`src/rtl/rpi_link_reader.sv`:
```
// rpi_link_reader: polls the FPGA->Pi output link, strobes the sender FIFO and
// turns address/data word pairs into ISA port-write transactions.
module rpi_link_reader #(
  parameter int unsigned STROBE_CYCLES = 4,
  parameter int unsigned POLL_GAP      = 2
) (
  input  logic       clk,
  input  logic       rst_n,
  input  logic [8:0] link_q,
  input  logic       link_has_data,
  output logic       link_rdclk,
  output logic       link_inc,
  output logic       tx_valid,
  output logic [7:0] tx_port,
  output logic [7:0] tx_data,
  input  logic       tx_ready,
  output logic [7:0] err_cnt
);

  localparam int unsigned MaxCnt = (STROBE_CYCLES > POLL_GAP) ? STROBE_CYCLES : POLL_GAP;
  localparam int unsigned CntW   = $clog2(MaxCnt + 1);
  localparam logic [CntW-1:0] StrobeLast = CntW'(STROBE_CYCLES - 1);
  localparam logic [CntW-1:0] GapLast    = CntW'(POLL_GAP - 1);

  typedef enum logic [2:0] {
    StIdle, StRclkHi, StRclkLo, StIncHi, StIncLo, StDecode, StEmit
  } state_e;

  state_e          state_q, state_d;
  logic [CntW-1:0] cnt_q, cnt_d;

  logic [8:0] word_s1_q, word_s2_q, word_q;
  logic       hd_s1_q, hd_s2_q, hd_q;

  logic [7:0] cur_port_q;
  logic       port_ok_q;
  logic       addr_pending_q;  // address seen but not yet used by a data word

  logic       rdclk_q, inc_q, tx_valid_q;
  logic [7:0] tx_port_q, tx_data_q, err_cnt_q;

  logic strobe_done, capture, is_addr, emit_go, err_hit;

  assign strobe_done = (cnt_q == StrobeLast);
  assign capture     = (state_q == StRclkHi) && strobe_done;
  assign is_addr     = word_q[8];
  assign emit_go     = (state_q == StDecode) && !is_addr && port_ok_q;
  assign err_hit     = (state_q == StDecode) &&
                       (is_addr ? (port_ok_q && addr_pending_q) : !port_ok_q);

  // Two-flop synchronizers for the asynchronous link inputs.
  always_ff @(posedge clk) begin
    if (!rst_n) begin
      word_s1_q <= '0;
      word_s2_q <= '0;
      hd_s1_q   <= 1'b0;
      hd_s2_q   <= 1'b0;
    end else begin
      word_s1_q <= link_q;
      word_s2_q <= word_s1_q;
      hd_s1_q   <= link_has_data;
      hd_s2_q   <= hd_s1_q;
    end
  end

  // Next-state logic; the phase counter restarts on every state change.
  always_comb begin
    state_d = state_q;
    cnt_d   = cnt_q + 1'b1;
    unique case (state_q)
      StIdle: begin
        if (cnt_q == GapLast) begin
          state_d = StRclkHi;
          cnt_d   = '0;
        end
      end
      StRclkHi: begin
        if (strobe_done) begin
          state_d = StRclkLo;
          cnt_d   = '0;
        end
      end
      StRclkLo: begin
        if (strobe_done) begin
          state_d = hd_q ? StIncHi : StIdle;
          cnt_d   = '0;
        end
      end
      StIncHi: begin
        if (strobe_done) begin
          state_d = StIncLo;
          cnt_d   = '0;
        end
      end
      StIncLo: begin
        if (strobe_done) begin
          state_d = StDecode;
          cnt_d   = '0;
        end
      end
      StDecode: begin
        cnt_d   = '0;
        state_d = emit_go ? StEmit : StIdle;
      end
      StEmit: begin
        cnt_d = '0;
        if (tx_ready) state_d = StIdle;
      end
      default: begin
        state_d = StIdle;
        cnt_d   = '0;
      end
    endcase
  end

  // State register and phase counter.
  always_ff @(posedge clk) begin
    if (!rst_n) begin
      state_q <= StIdle;
      cnt_q   <= '0;
    end else begin
      state_q <= state_d;
      cnt_q   <= cnt_d;
    end
  end

  // Word capture at the end of the read-clock high phase, then decode.
  always_ff @(posedge clk) begin
    if (!rst_n) begin
      word_q         <= '0;
      hd_q           <= 1'b0;
      cur_port_q     <= '0;
      port_ok_q      <= 1'b0;
      addr_pending_q <= 1'b0;
      tx_port_q      <= '0;
      tx_data_q      <= '0;
      err_cnt_q      <= '0;
    end else begin
      if (capture) begin
        word_q <= word_s2_q;
        hd_q   <= hd_s2_q;
      end
      if (state_q == StDecode && is_addr) begin
        cur_port_q     <= word_q[7:0];
        port_ok_q      <= 1'b1;
        addr_pending_q <= 1'b1;
      end
      if (emit_go) begin
        tx_port_q      <= cur_port_q;
        tx_data_q      <= word_q[7:0];
        addr_pending_q <= 1'b0;
      end
      if (err_hit && err_cnt_q != 8'hff) err_cnt_q <= err_cnt_q + 8'd1;
    end
  end

  // Registered strobes and valid, decoded from the upcoming state.
  always_ff @(posedge clk) begin
    if (!rst_n) begin
      rdclk_q    <= 1'b0;
      inc_q      <= 1'b0;
      tx_valid_q <= 1'b0;
    end else begin
      rdclk_q    <= (state_d == StRclkHi);
      inc_q      <= (state_d == StIncHi);
      tx_valid_q <= (state_d == StEmit);
    end
  end

  assign link_rdclk = rdclk_q;
  assign link_inc   = inc_q;
  assign tx_valid   = tx_valid_q;
  assign tx_port    = tx_port_q;
  assign tx_data    = tx_data_q;
  assign err_cnt    = err_cnt_q;

endmodule
```
`config.mk`:
```
export PLATFORM = sky130hd
export DESIGN_NAME = rpi_link_reader
export DESIGN_NICKNAME = d
export VERILOG_FILES = /design/src/rtl/rpi_link_reader.sv
export SDC_FILE = /design/constraint.sdc
export NUM_CORES = 1
export LEC_CHECK = 0
export ABC_AREA = 1
export CORE_AREA = 2 2 77 79
export DETAILED_ROUTE_END_ITERATION = 7
export DIE_AREA = 0 0 79 81
export GPL_TIMING_DRIVEN = 0
export PLACE_DENSITY = 0.83
export SLEW_MARGIN = 20
export SYNTH_ARGS = -nofsm -noshare
export SYNTH_HDL_FRONTEND = slang
export SYNTH_SLANG_ARGS = --single-unit
export TNS_END_PERCENT = 50
```
`constraint.sdc`:
```
create_clock -name clk -period 1.5 [get_ports clk]
set_input_delay 0.225 -clock clk [delete_from_list [all_inputs] [get_ports clk]]
set_output_delay 0.225 -clock clk [all_outputs]
set_load 0.01 [all_outputs]
```
# Word-level counts from Yosys, hierarchy flattened

Cells that the tools add are included.

Logic and storage cells: 57
Bits in registers: 73
Bits of input ports: 13

Reductions and logical operators: 12
Add/subtract/negate cells: 2
Multiplexer cells: 13
Eq/ne operators: 12
Bitwise operators: 1

Operators with widths:

| operator            | number |
|---|---|
| $mux 3              | 9 |
| $pmux 3 s7          | 1 |
| $eq 3x2->1 const B  | 4 |
| $eq 3x3->1 const B  | 4 |
| $eq 3x1->1 const B  | 3 |
| $add 8x1->8 const B | 1 |
| $ne 8x8->1 const B  | 1 |
| $logic_and 1x1->1   | 7 |
| $pmux 3 s2          | 1 |
| $reduce_or 4->1     | 1 |
| $add 3x1->3 const B | 1 |
| $logic_not 3->1     | 1 |
| $logic_not 1->1     | 2 |
| $mux 2              | 1 |
| $reduce_or 2->1     | 1 |
| $mux 1              | 1 |
| $not 1->1           | 1 |

# Longest topological paths before layout

Gate-level depths: netlist (run 1).

Depth after elaboration: 6
Depth in mapped cells: 10

# Worst setup path before layout (run 1)

Ideal clock, no wire load.

Kind: register -> register
Start: reg err_cnt_q[1], in the netlist err_cnt[1]
End: reg err_cnt_q[5], in the netlist err_cnt[5]
Setup time: 70 ps
Path buffers: 0
Path slack: 167 ps
Arrival time: 1,263 ps
Stages on the path, launching flop included: 8
Required time: 1,430 ps
Cell sequence: dfxtp_1 ha_1 inv_1 nor2_1 nand3_1 nand2_2 nand2_1 a21oi_1

Cells in the longest elaborated chain, start to end: 2
Elaborated cells between the ends (all ways): 3
Classes of those cells: add/sub: 1; eq/ne: 1; reduce/logical: 1

Ends and longest elaborated chain:

| item                                                                | RTL line | source |
|---|---|---|
| from (decl)                                                         | 40       | `logic [7:0] tx_port_q, tx_data_q, err_cnt_q;` |
| from (signal assigned)                                              | 153      | `if (err_hit && err_cnt_q != 8'hff) err_cnt_q <= err_cnt_q + 8'd1;` |
| parallel branches: the longest is 2 deep, another holds $add 8x1->8 | --       |  |

Several ways; the timed one is not identified.
A chain may end at the register's enable or synchronous reset.

# Worst setup path after layout (run 1)

Start: reg tx_data_q[2], in the netlist tx_data[2]
End: out tx_data[2]

RTL lines:

| item                   | RTL line | source |
|---|---|---|
| from (decl)            | 40       |  |
| from (signal assigned) | 150      | `tx_data_q <= word_q[7:0];` |
| to (decl)              | 15       | `output logic [7:0] tx_data,` |

No word-level cell between the ends.

==> flow_summary_export.csv, run 1 <==
group,metric,value,unit
outcome,outcome,"finished clean",
worst_setup_path,slowest_stage,"clkdlybuf4s50_1",
power,p_per_area,1130,mW/mm2
power,p_leak,0.00158,uW
global_route,grt_first_pass_wirelength,9050,um
global_route,grt_antenna_before_repair,0,
clocking,path_clk_slew,0.07,ns
worst_setup_path,slowest_delay,0.54,ns
clocking,clk_path_buf_depth,2,
logic_synthesis,synth_most_common_cell,"nand2_1",
worst_setup_path,crit_arrival,1.21,ns
route,wl_per_cell,11.0,um
sta,rsz0062_at_grt,"yes",
logic_synthesis,synth_commonest_cells,"nand2_1 (86), dfxtp_1 (73), inv_1 (58)",
worst_setup_path,startpoint_type,"flop",
finish,multi_input_area,0.00113,mm2
hold_path,whs_endpoint,"tx_data[0]$_SDFFE_PN0P_",
worst_setup_path,critPathCaptureType,"output port",
sta,drv_slew,0,
worst_setup_path,cp_top_family,"buffers and inverters",
logic_synthesis,ys_seq_area_frac,0.511,
sta,period_share,0.960,
hold_path,hold_depth,3,
placement,dp_hpwl,3940,um
worst_setup_path,crit_fanout,2,
sta,fin_crit,1.44,ns
finish,fill_cells,507,
worst_setup_path,r2r-start,"state_q[2]$_SDFF_PN0_",
logic_synthesis,yosysTopAreaCellShare,0.511,
sta,fmax,695,MHz
route,viasPerCell,4.75,
die,rows,28,
logic_synthesis,ys_ff_latch,73,
logic_synthesis,synth_enable_flop_cells,0,
route,drt_iter0_drc,110,
clocking,cts_made_buffers,9,
logic_synthesis,postSynthCellCount,381,
finish,nNetsFinal,449,
global_route,grt_pass1_vias,2201,
flow_run,maxCapViolCount,0,
worst_setup_path,crit_chain,"clkdlybuf4s50_1",
logic_synthesis,synthFlopType,"dfxtp_1",
sta,finalWorstSetupSlack,0.0605,ns
logic_synthesis,avgSynthCellArea,7.50,um2
worst_setup_path,path_buf_inv,1,
logic_synthesis,synthesis.nets,400,
die,ios,40,
die,die_area,0.00640,mm2
clocking,postCtsHoldBufs,0,
worst_setup_path,r2r_end,"tx_data[4]$_SDFFE_PN0P_",
sta,slew-limit-headroom,0.635,
route,wl,5590,um
sta,worst_pin_slew,0.548,ns
sta,skew,0.00953,ns
placement,gp_congestion,0.809,
global_route,track_usage,0.183,
finish,seqCellArea,0.00148,mm2
logic_synthesis,async_flop_share,0,
die,initial_utilization,0.504,
worst_setup_path,cp.required,1.27,ns
clocking,cts_sinks,73,
worst_setup_path,critPathKind,"flop to output port",
finish,num_antenna_cells,0,
power,ir_worst_vdd,0.549,mV
placement,io_buffers,38,
worst_setup_path,r2r_setup_slack,0.08,ns
finish,drive_gt1_frac,0.104,
logic_synthesis,synth_area,0.00286,mm2
die,dieHeight,81,um
route,drt-pass1-iter-count,4,
logic_synthesis,yosys_warnings,0,
die,die_x,79,um
clocking,cts_tree,"built",
hold_path,hold_start,"rst_n",
logic_synthesis,synthTopCellsByArea,"dfxtp_1 (51%), nand2_1 (11%), inv_1 (7.6%)",
global_route,gr-total-overflow,0,
sta,setup_viol,0,
route,drt.antenna.violating_nets,0,
clocking,h-tree-depth,3,
die,coreArea,0.00568,mm2
logic_synthesis,synth_top_cell_by_area,"dfxtp_1",
placement,dp_slack,-0.0193,ns
sta,tns,0,ns
route,vias,2418,
global_route,grt_start_max_net_pins,12,
logic_synthesis,synth_cell_types,24,
hold_path,hp-class,"input pin to flop",
route,drc,0,
finish,area_growth,25.5,%
sta,timing.final.hold_violations,0,
worst_setup_path,rr_worst_depth,7,
clocking,ctsRootBufferMaster,"clkbuf_8",
clocking,insertion_delay,0.34,ns
==> cell usage in the layout (no fill, tap or decap), types with 2 or more instances in the layout <==
cell type	n
o21ai_1	8
clkbuf_1	8
ha_1	3
nor2_1	38
dfxtp_2	8
clkbuf_8	11
a21oi_1	36
o21ai_0	23
buf_6	2
nand3_2	2
buf_2	5
nor2_4	2
dlygate4sd2_1	4
nand3b_1	2
inv_1	58
nand3_1	19
ha_2	2
clkinv_2	2
nor3_1	2
clkdlybuf4s50_1	30
nor2_2	4
nand2_1	86
dlymetal6s2s_1	4
dfxtp_1	64
==> per-stage QoR <==
stage | total power, uW | hold WS (ns) | cell area (um2) | utilization | std cells
final | 4050 | 0.274 | 3590 | 0.632 | 509
after global routing | 4230 | 0.307 | 3590 | 0.632 | 509
after CTS | 4050 | 0.262 | 3540 | 0.624 | 509
after detailed placement | 2550 | 0.401 | 3330 | 0.587 | 494
after global placement | 2530 | 0.395 | 3330 | 0.587 | 494
after floorplan | 2420 | 0.323 | 2860 | - | 381
==> repair_timing <==
item	4_1_cts	5_1_grt
endpoints found under the hold margin	0	0
pin swaps	1	0
setup endpoints to repair	19	35
gates resized for setup	14	24
buffers inserted	0	0
==> registers in the layout, indices dropped and copies added, names as in the netlist <==
name	flops
word_q	9
link_inc	1
hd_s2_q	1
cnt_q	3
tx_data	8
tx_valid	1
port_ok_q	1
word_s2_q	9
word_s1_q	9
hd_q	1
tx_port	8
cur_port_q	8
link_rdclk	1
hd_s1_q	1
err_cnt	8
addr_pending_q	1
state_q	3
==> final cells by class <==
cell class	instances	share of cell area
Inverter	59	0.0617
Multi-Input combinational cell	233	0.315
Clock inverter	3	0.0112
Sequential cell	73	0.411
Buffer	16	0.0237
Tap cell	75	0.0262
Timing Repair Buffer	38	0.107
Clock buffer	12	0.0433
==> worst max-delay path by stage <==
| stage | start | endpoint | slack, ns | cells after the start |
|---|---|---|---|---|
| floorplan | err_cnt[1]$_SDFFE_PN0P_ | err_cnt[5]$_SDFFE_PN0P_ | 0.17 | 7 |
| global placement | state_q[2]$_SDFF_PN0_ | tx_data[4]$_SDFFE_PN0P_ | 0.03 | 7 |
| detailed placement | err_cnt[0]$_SDFFE_PN0P_ | err_cnt[0]$_SDFFE_PN0P_ | -0.02 | 7 |
| CTS | err_cnt[2]$_SDFFE_PN0P_ | err_cnt[2] | -0.006 | 1 |
| global route | state_q[2]$_SDFF_PN0_ | tx_data[6]$_SDFFE_PN0P_ | -0.04 | 7 |
| finish | tx_data[2]$_SDFFE_PN0P_ | tx_data[2] | 0.06 | 1 |
==> logic make-up (layout without fill, tap and decap cells) <==
kind of cell             after synthesis  after routing  synth area share
AND/OR/NAND/NOR                      159            159             0.236
buffers and inverters                 75            128             0.106
flip-flops                            73             73             0.511
AO/OA/AOI/OAI                         67             67             0.117
adder cells (fa/ha/maj)                6              6            0.0263
XOR/XNOR                               1              1           0.00307
==> power breakdown <==
| part | switching, uW | total (uW) | internal (uW) |
|---|---|---|---|
| Sequential | 60.5 | 2090 | 2030 |
| Clock | 674 | 1520 | 845 |
| Combinational | 254 | 435 | 181 |
==> worst min-delay path, stage by stage <==
cell and delay (ns):
clkbuf_1 0.17, o21ai_0 0.13, a21oi_1 0.04
==> routing by layer <==
layer  vias to the layer above  global-route usage  wire length, um
li1                       1282                   -                -
met1                      1057               0.205             2440
met2                        68               0.306             2730
met3                        11              0.0578              309
met4                         0               0.109              112
met5                         -                   0                0
Note: power is estimated with default switching activity, not from simulation.
==> inputs of run 2 (changes only) <==
--- a/config.mk
+++ b/config.mk
@@ -6,6 +6,7 @@
 export NUM_CORES = 1
 export LEC_CHECK = 0
 export ABC_AREA = 1
+export CAP_MARGIN = 0
 export CORE_AREA = 2 2 77 79
 export DETAILED_ROUTE_END_ITERATION = 7
 export DIE_AREA = 0 0 79 81
==> results of run 2 <==
Final layout, timing and power as in run 1 (identical DEF).
